<file path="src/rtl/branch_hazard_scoreboard.sv">
// Decode-stage hazard unit for branches resolved in ID: tracks in-flight writers
// (EX/MEM/WB), selects per-operand forwarding paths and stalls when a source is not yet ready.
module branch_hazard_scoreboard #(
  parameter int REG_W   = 5,
  parameter int NUM_SRC = 2,
  parameter int CNT_W   = 16
) (
  input  logic                     clk,
  input  logic                     rst_n,
  input  logic                     id_valid,
  input  logic                     id_is_branch,
  input  logic [NUM_SRC*REG_W-1:0] id_src,
  input  logic                     id_regwrite,
  input  logic                     id_memread,
  input  logic [REG_W-1:0]         id_dest,
  input  logic                     id_flush,
  input  logic                     cnt_clr,
  output logic                     stall,
  output logic [2*NUM_SRC-1:0]     fwd_sel,
  output logic [CNT_W-1:0]         stall_cnt
);

  typedef struct packed {
    logic             valid;
    logic [REG_W-1:0] dest;
    logic             is_load;
  } entry_t;

  localparam logic [1:0] SEL_RF  = 2'b00;
  localparam logic [1:0] SEL_MEM = 2'b01;
  localparam logic [1:0] SEL_WB  = 2'b10;

  entry_t                ex_q, mem_q, wb_q;
  entry_t                new_entry;
  logic [NUM_SRC-1:0]    need_stall;
  logic [2*NUM_SRC-1:0]  sel_raw;

  function automatic logic hit(input entry_t e, input logic [REG_W-1:0] src);
    return e.valid && (e.dest == src);
  endfunction

  // A stalled or flushed decode instruction never becomes a writer; r0 is never tracked.
  always_comb begin
    new_entry.valid   = id_valid & id_regwrite & (id_dest != '0) & ~stall & ~id_flush;
    new_entry.dest    = id_dest;
    new_entry.is_load = id_memread;
  end

  always_comb begin
    // NOTE: every output of this block gets a default first, so no path can infer a latch.
    need_stall = '0;
    sel_raw    = '0;
    if (id_valid && id_is_branch) begin
      for (int i = 0; i < NUM_SRC; i++) begin
        // Youngest writer wins: EX before MEM before WB.
        if (hit(ex_q, id_src[i*REG_W +: REG_W])) begin
          need_stall[i] = 1'b1;
        end else if (hit(mem_q, id_src[i*REG_W +: REG_W])) begin
          if (mem_q.is_load) need_stall[i] = 1'b1;
          else               sel_raw[2*i +: 2] = SEL_MEM;
        end else if (hit(wb_q, id_src[i*REG_W +: REG_W])) begin
          sel_raw[2*i +: 2] = SEL_WB;
        end else begin
          sel_raw[2*i +: 2] = SEL_RF;
        end
      end
    end
  end

  always_comb begin
    stall   = |need_stall;
    fwd_sel = stall ? '0 : sel_raw;
  end

  // Stages below ID never stall, so the scoreboard shifts every cycle.
  always_ff @(posedge clk) begin
    // NOTE: sequential state uses non-blocking assignments so all three stages shift in parallel.
    if (!rst_n) begin
      ex_q  <= '0;
      mem_q <= '0;
      wb_q  <= '0;
    end else begin
      ex_q  <= new_entry;
      mem_q <= ex_q;
      wb_q  <= mem_q;
    end
  end

  always_ff @(posedge clk) begin
    if (!rst_n)                                      stall_cnt <= '0;
    else if (cnt_clr)                                stall_cnt <= '0;
    else if (stall && (stall_cnt != {CNT_W{1'b1}})) stall_cnt <= stall_cnt + 1'b1;
  end

endmodule
</file>
<file path="config.mk">
export PLATFORM = sky130hd
export DESIGN_NAME = branch_hazard_scoreboard
export DESIGN_NICKNAME = d
export VERILOG_FILES = /design/src/rtl/branch_hazard_scoreboard.sv
export SDC_FILE = /design/constraint.sdc
export NUM_CORES = 1
export LEC_CHECK = 0
export ABC_AREA = 1
export ABC_CLOCK_PERIOD_IN_PS = 1600
export CAP_MARGIN = 20
export CORE_UTILIZATION = 47
export CTS_CLUSTER_DIAMETER = 100
export CTS_CLUSTER_SIZE = 10
export DETAILED_ROUTE_END_ITERATION = 10
export GPL_ROUTABILITY_DRIVEN = 0
export PLACE_DENSITY = 0.77
export SKIP_LAST_GASP = 1
export SLEW_MARGIN = 0
export SYNTH_ARGS = -nofsm -noshare
export SYNTH_HDL_FRONTEND = slang
export SYNTH_SLANG_ARGS = --single-unit
</file>
<file path="constraint.sdc">
create_clock -name clk -period 1.6 [get_ports clk]
set_input_delay 0.32 -clock clk [delete_from_list [all_inputs] [get_ports clk]]
set_output_delay 0.32 -clock clk [all_outputs]
set_load 0.1 [all_outputs]
</file>
==> impl_results.md, run 1 <==
* Max-Cap Viols at 0
* Max Slew Vio Count at 0
* Switching power share of the total at 0.2420
* Critical Path AT at 1720 ps
* P&R area growth vs syn at 62.90%
* Most frequent cells in the layout: nand2_1, inv_1, nor2_1
* R2R cell count at 13
* Worst-Margin Slew at 310.6 ps
* Core Box Area at 0.004474 mm^2
* Starting Density at 0.4997
* Global route overflow at 0
* Dominant cell type by area after synthesis: dfxtp_1
* CTS Sinks at 36
* Routed len/inst at 13.67 um
* Die area at 0.005037 mm^2
* Min-delay src: ex_q[0]
* Skew final at 4.061 ps
* Die Ht at 70.97 um
* Hold depth at 2
* Clock Latency Late Sink at 300 ps
* Clock-pin slew on the worst setup and hold paths at 80 ps
* DRC violations left at 4
* Leakage at 1.706 nW
* Flops & latches, synth at 36
* Comb power frac at 0.117
* Yosys Warn Count at 0
* Cell Area, Placed at 0.003221 mm^2
* Synth top area share at 0.3223
* Post-synth cell types at 25
* Avg Cell Area, Syn at between 6 and 7 um^2
* H-tree depth at 2
* RR Startpoint: ex_q[3]
* Core Rows at 24
* Largest net degree at the start of global routing at 20
* GRT Total Usage at 0.2855
* Post-route design area at around 0.0036 mm^2
* Outcome: complete, but fails checks
* Crit path kind: in2out
* CP required at 1280 ps
* CTS Buf Count at 5
* Reg2reg end: stall_cnt[2]
* Final setup fails at 19
* Int Pwr at 1.670 mW
* Critical path capture point type: output pin
* IO Count at 44
* Via/cell ratio at roughly 5.0
* Vias in the first global route at 2430
* Final core utilization at 0.8140
* Clk pwr share at 0.464
* Worst hold-check path type: reg2reg
* Hold EP: mem_q[0]
* Port buffer count at 43
* Gr busiest metal: met2
* Peak supply drop at around 640 uV
* Nets at 470
* Grt met2 use at 0.4658
* Power Total at roughly 2.2 mW
* N_diodes at 0
* Fraction of layout cells with a size suffix above 1 at 0.3758
* Fmax at 490.4 MHz
* Initial antenna violation count at 0
* Die width at about 70 um
* Rel. slew slack at 0.7910
* Most common cell after layout, fill and taps aside: nand2_1
* Met3 Usage GRT at 0.05983
* Register-to-Register Setup Slack at -100 ps
* Cell Pwr Density at ~610 mW/mm^2
* Root Buffer: clkbuf_8
* Cells after Synth at 368
* Synth Net Count at between 300 and 400
* Final WL at 6819 um
* Mapped Area at roughly 0.0022 mm^2
* Fin. Hold Viols at 0
* Fin cells at around 500
* Sw power at 0.5332 mW
* Pre-Repair DR Iteration Count at 8
* Largest cells by area after synthesis: dfxtp_1, nand2_1, inv_1
* Total placed cells including tap cells at 485
* First-pass GRT wire length at 11180 um
* Hpwl dp at ~4500 um
* DRT antenna net count at 0
* Maximum clock insertion buffer count at 2
* Failing checks: DRC, setup timing
* Fin crit share at 1.275
* TritonCTS clock tree: yes
* Seq pwr share at 0.419
* Seq/Total Area, Yosys at 0.3223
* Setup TNS at -2582 ps
* Post-layout minimum cycle time at 2039 ps
* GRT met1 Usage at 0.3739
* CP Launch Type: primary input
* Crit Path Max Fanout at 4
* Setup WS post-layout at -439.3 ps
* DR iter-0 viols at between 200 and 300
* Unrepaired setup endpoints after global routing: yes
* Routed vias at approximately 2500
[cell type report]
class	count	area, um^2
Clock buffer	7	118.9
Clock inverter	1	30.03
Fill cell	291	832.0
Inverter	73	279.0
Multi-Input combinational cell	255	1434
Sequential cell	36	783.3
Tap cell	52	65.06
Timing Repair Buffer	75	932.1
[cells by family after synthesis]
kind of cell	synth area share
compound gates	0.01007
xor+xnor	0.06659
fa+ha+maj	0.005595
buf+inv	0.1349
flops	0.3223
simple gates	0.4605
[per-layer routing]
layer / routed length, um / up-vias
li1: - / 1258
met5: 0 / -
met2: 3118 / 127
met3: 626 / 16
met1: 2950 / 1088
met4: 124 / 0
[state kept, by name (all words and copies together), names as in the netlist]
name / flops
stall_cnt: 16
wb_q: 6
mem_q: 7
ex_q: 7
[worst max-delay path by stage]
| stage | start | endpoint | slack [ps] | depth (start not counted) |
|---|---|---|---|---|
| after floorplan | ex_q[5] | fwd_sel[1] | -800 | 11 |
| after CTS | mem_q[2] | fwd_sel[0] | -420 | 8 |
| after global placement | id_src[7] | fwd_sel[3] | -730 | 7 |
| after detailed placement | id_src[7] | fwd_sel[1] | -760 | 13 |
| after global routing | mem_q[4] | fwd_sel[0] | -500 | 8 |
| final | id_src[4] | fwd_sel[1] | -440 | 7 |
[power by group through the flow]
stage,Clock (mW),Combinational (mW),Sequential (mW)
after CTS,1.02,0.246,0.924
after global placement,0,0.232,0.943
after global routing,1.06,0.281,0.926
after floorplan,0,0.113,0.939
final,1.02,0.257,0.924
after detailed placement,0,0.236,0.944
[critical path, stage by stage]
cell and delay (ps):
dlygate4sd2_1 300, buf_4 160, xor2_1 170, nor4_2 260, nand3_1 170, nor2_4 160, buf_12 180
[timing repair]
item,4_1_cts,5_1_grt
setup endpoints to repair,22,21
setup buffers,4,3
pin swaps,22,33
gates cloned,1,1
gates resized for setup,60,31
hold buffers,0,0
[metrics by stage]
stage / setup slack [ps] / hold slack (ps)
after floorplan: -804.6 / 390.5
after global placement: -727.6 / 417.4
after detailed placement: -756.2 / 405.6
after CTS: -416.6 / 437.6
after global routing: -498.4 / 467.1
final: -439.3 / 435.5
[cell usage after synthesis]
master    instances
xor2_1           12
nand2_4           1
nand2_2           6
nand3_2           4
o21ai_1           2
nor4_1            5
nor3_1            1
inv_2            10
nand2_1         123
clkbuf_1          3
nor2_2            7
dfxtp_1          36
nand2_8           1
buf_2             1
o21ai_0           1
nand4_1          13
nand3_4           1
clkinv_1          1
inv_1            62
o211ai_1          1
buf_6             1
ha_1              1
nand3_1          14
xnor2_1           5
nor2_1           56
(Power assumes the default switching activity.)
==> run 2, diff against run 1 <==
--- a/config.mk
+++ b/config.mk
@@ -14,6 +14,7 @@
 export DETAILED_ROUTE_END_ITERATION = 10
 export GPL_ROUTABILITY_DRIVEN = 0
 export PLACE_DENSITY = 0.77
+export SETUP_SLACK_MARGIN = 0.1
 export SKIP_LAST_GASP = 1
 export SLEW_MARGIN = 0
 export SYNTH_ARGS = -nofsm -noshare
==> impl_results.md, run 2 (same netlist as run 1, synthesis figures left out) <==
* Outcome: complete, but fails checks
* Failing checks: DRC, setup timing
* Pre-Repair DR Iteration Count at 9
* TritonCTS clock tree: yes
* Fin crit share at 1.286
* Max-Cap Viols at 0
* Clock Latency Late Sink at 290 ps
* Leakage at between 1.5 and 2 nW
* Routed vias at ~2600
* Max Slew Vio Count at 0
* Largest net degree at the start of global routing at 20
* DR iter-0 viols at 168
* Fin. Hold Viols at 0
* Initial antenna violation count at 0
* P&R area growth vs syn at 65.47%
* Critical path capture point type: output pin
* Global route overflow at 0
* Post-route design area at ~0.0037 mm^2
* Die width at 70.97 um
* Clock-pin slew on the worst setup and hold paths at around 80 ps
* CP required at 1280 ps
* Switching power share of the total at 0.2661
* Nets at 477
* Largest register FFs at 16
* Worst hold-check path type: reg2reg
* CTS Sinks at 36
* Skew final at 9.831 ps
* Rel. slew slack at 0.7921
* CP Launch Type: flop
* Hold EP: mem_q[0]
* Register-to-Register Setup Slack at -190 ps
* Die Ht at 70.97 um
* Die area at 0.005037 mm^2
* Vias in the first global route at ~2500
* First-pass GRT wire length at 11560 um
* Clk pwr share at 0.410
* Worst slack, placed at -729.1 ps
* RR Startpoint: mem_q[3]
* Starting Density at 0.4997
* N_diodes at 0
* Port buffer count at 43
* Reg2reg end: stall_cnt[7]
* Comb power frac at 0.134
* Crit path kind: reg2out
* Critical Path AT at 1740 ps
* DRC violations left at 4
* Hold buffers post-CTS at 0
* Core Box Area at 0.004474 mm^2
* Via/cell ratio at ~5.2
* Most frequent cells in the layout: nand2_1, inv_1, nor2_1
* Routed len/inst at 14.20 um
* GRT Total Usage at 0.2951
* R2R cell count at 15
* Maximum clock insertion buffer count at 2
* Fmax at about 490 MHz
* Root Buffer: clkbuf_8
* Post-layout minimum cycle time at 2057 ps
* Hold depth at 2
* Fraction of layout cells with a size suffix above 1 at 0.3744
* Cell Area, Placed at 0.003213 mm^2
* Peak supply drop at 472.5 uV
* Worst-Margin Slew at 309.0 ps
* Unrepaired setup endpoints after global routing: yes
* Core Rows at 24
* Most common cell after layout, fill and taps aside: nand2_1
* Setup WS post-layout at -457.3 ps
* DRT antenna net count at 0
* Hpwl dp at around 4500 um
* Sw power at approximately 0.54 mW
* Int Pwr at about 1.5 mW
* Final core utilization at 0.8269
* Largest registers: stall_cnt x16, ex_q x7, mem_q x7
* Top reg by flops: stall_cnt
* Final setup fails at 21
* Cell Pwr Density at about 550 mW/mm^2
* Seq pwr share at 0.456
* Final WL at 7184 um
* H-tree depth at 2
* CTS Buf Count at 5
* Crit Path Max Fanout at 3
* IO Count at 44
* Min-delay src: ex_q[0]
## run 2: cell count changes in the layout (fill, tap and decap cells not counted), moves of 2 or more
cell and delta:
nor2_2 -3, inv_1 +6, clkdlybuf4s15_2 -2, clkbuf_16 -3, buf_4 +3, nor2_4 +2, clkdlybuf4s15_1 -3, dlygate4sd2_1 +5
buf_6 +5, nand2_4 +2, nand2_1 -3, inv_2 -6
## run 2: critical path, cell delays in order, from the launching register on
cell     delay, ps
dfxtp_2        340
inv_1           70
nand2_1         90
nand2_1         80
nor2_1         120
nand3_2        110
buf_6          140
nor4_4         270
buf_12         220
## run 2: worst max path at each step
stage               startpoint    endpoint  slack [ps]
floorplan              ex_q[5]  fwd_sel[1]        -800
global placement     id_src[7]  fwd_sel[3]        -710
detailed placement   id_src[1]  fwd_sel[3]        -730
CTS                    ex_q[1]  fwd_sel[2]        -420
global route         id_src[0]  fwd_sel[1]        -530
finish                mem_q[3]  fwd_sel[0]        -460
## run 2: layout make-up
cell class	instances	area (um^2)
flip-flops and latches	36	783.3
clock buffers	5	68.82
well taps	52	65.06
fillers	245	774.5
clock inverters	3	41.29
inverters	73	281.5
repair buffers	82	982.2
multi-input cells	255	1478
## run 2: power by group through the flow
stage,registers (mW),logic (mW),clock network (mW)
finish,0.921,0.270,0.828
global route,0.923,0.295,0.857
CTS,0.921,0.250,0.819
detailed placement,0.941,0.234,0
global placement,0.940,0.229,0
floorplan,0.937,0.113,0
## run 2: per-stage QoR
stage	instances	hold slack [ps]	power, mW	TNS, ps
6_report	506	434.3	2.019	-4349
5_1_grt	506	472.3	2.074	-6527
3_3_place_gp	483	423.3	1.170	-12310
4_1_cts	503	436.3	1.990	-1981
3_5_place_dp	483	422.6	1.175	-12860
2_1_floorplan	368	390.5	1.050	-4604
## run 2: what timing repair did
item                       CTS  global route
gates resized for setup     67            22
cloned                       1             0
pin swaps                   44            13
setup endpoints to repair   22            22
buffers inserted            12             3
## run 2: per-layer routing
layer,GRT usage,wire length (um)
met1,0.3784,3083
met5,0,0
met2,0.4786,3352
met3,0.06268,523
met4,0.1311,223
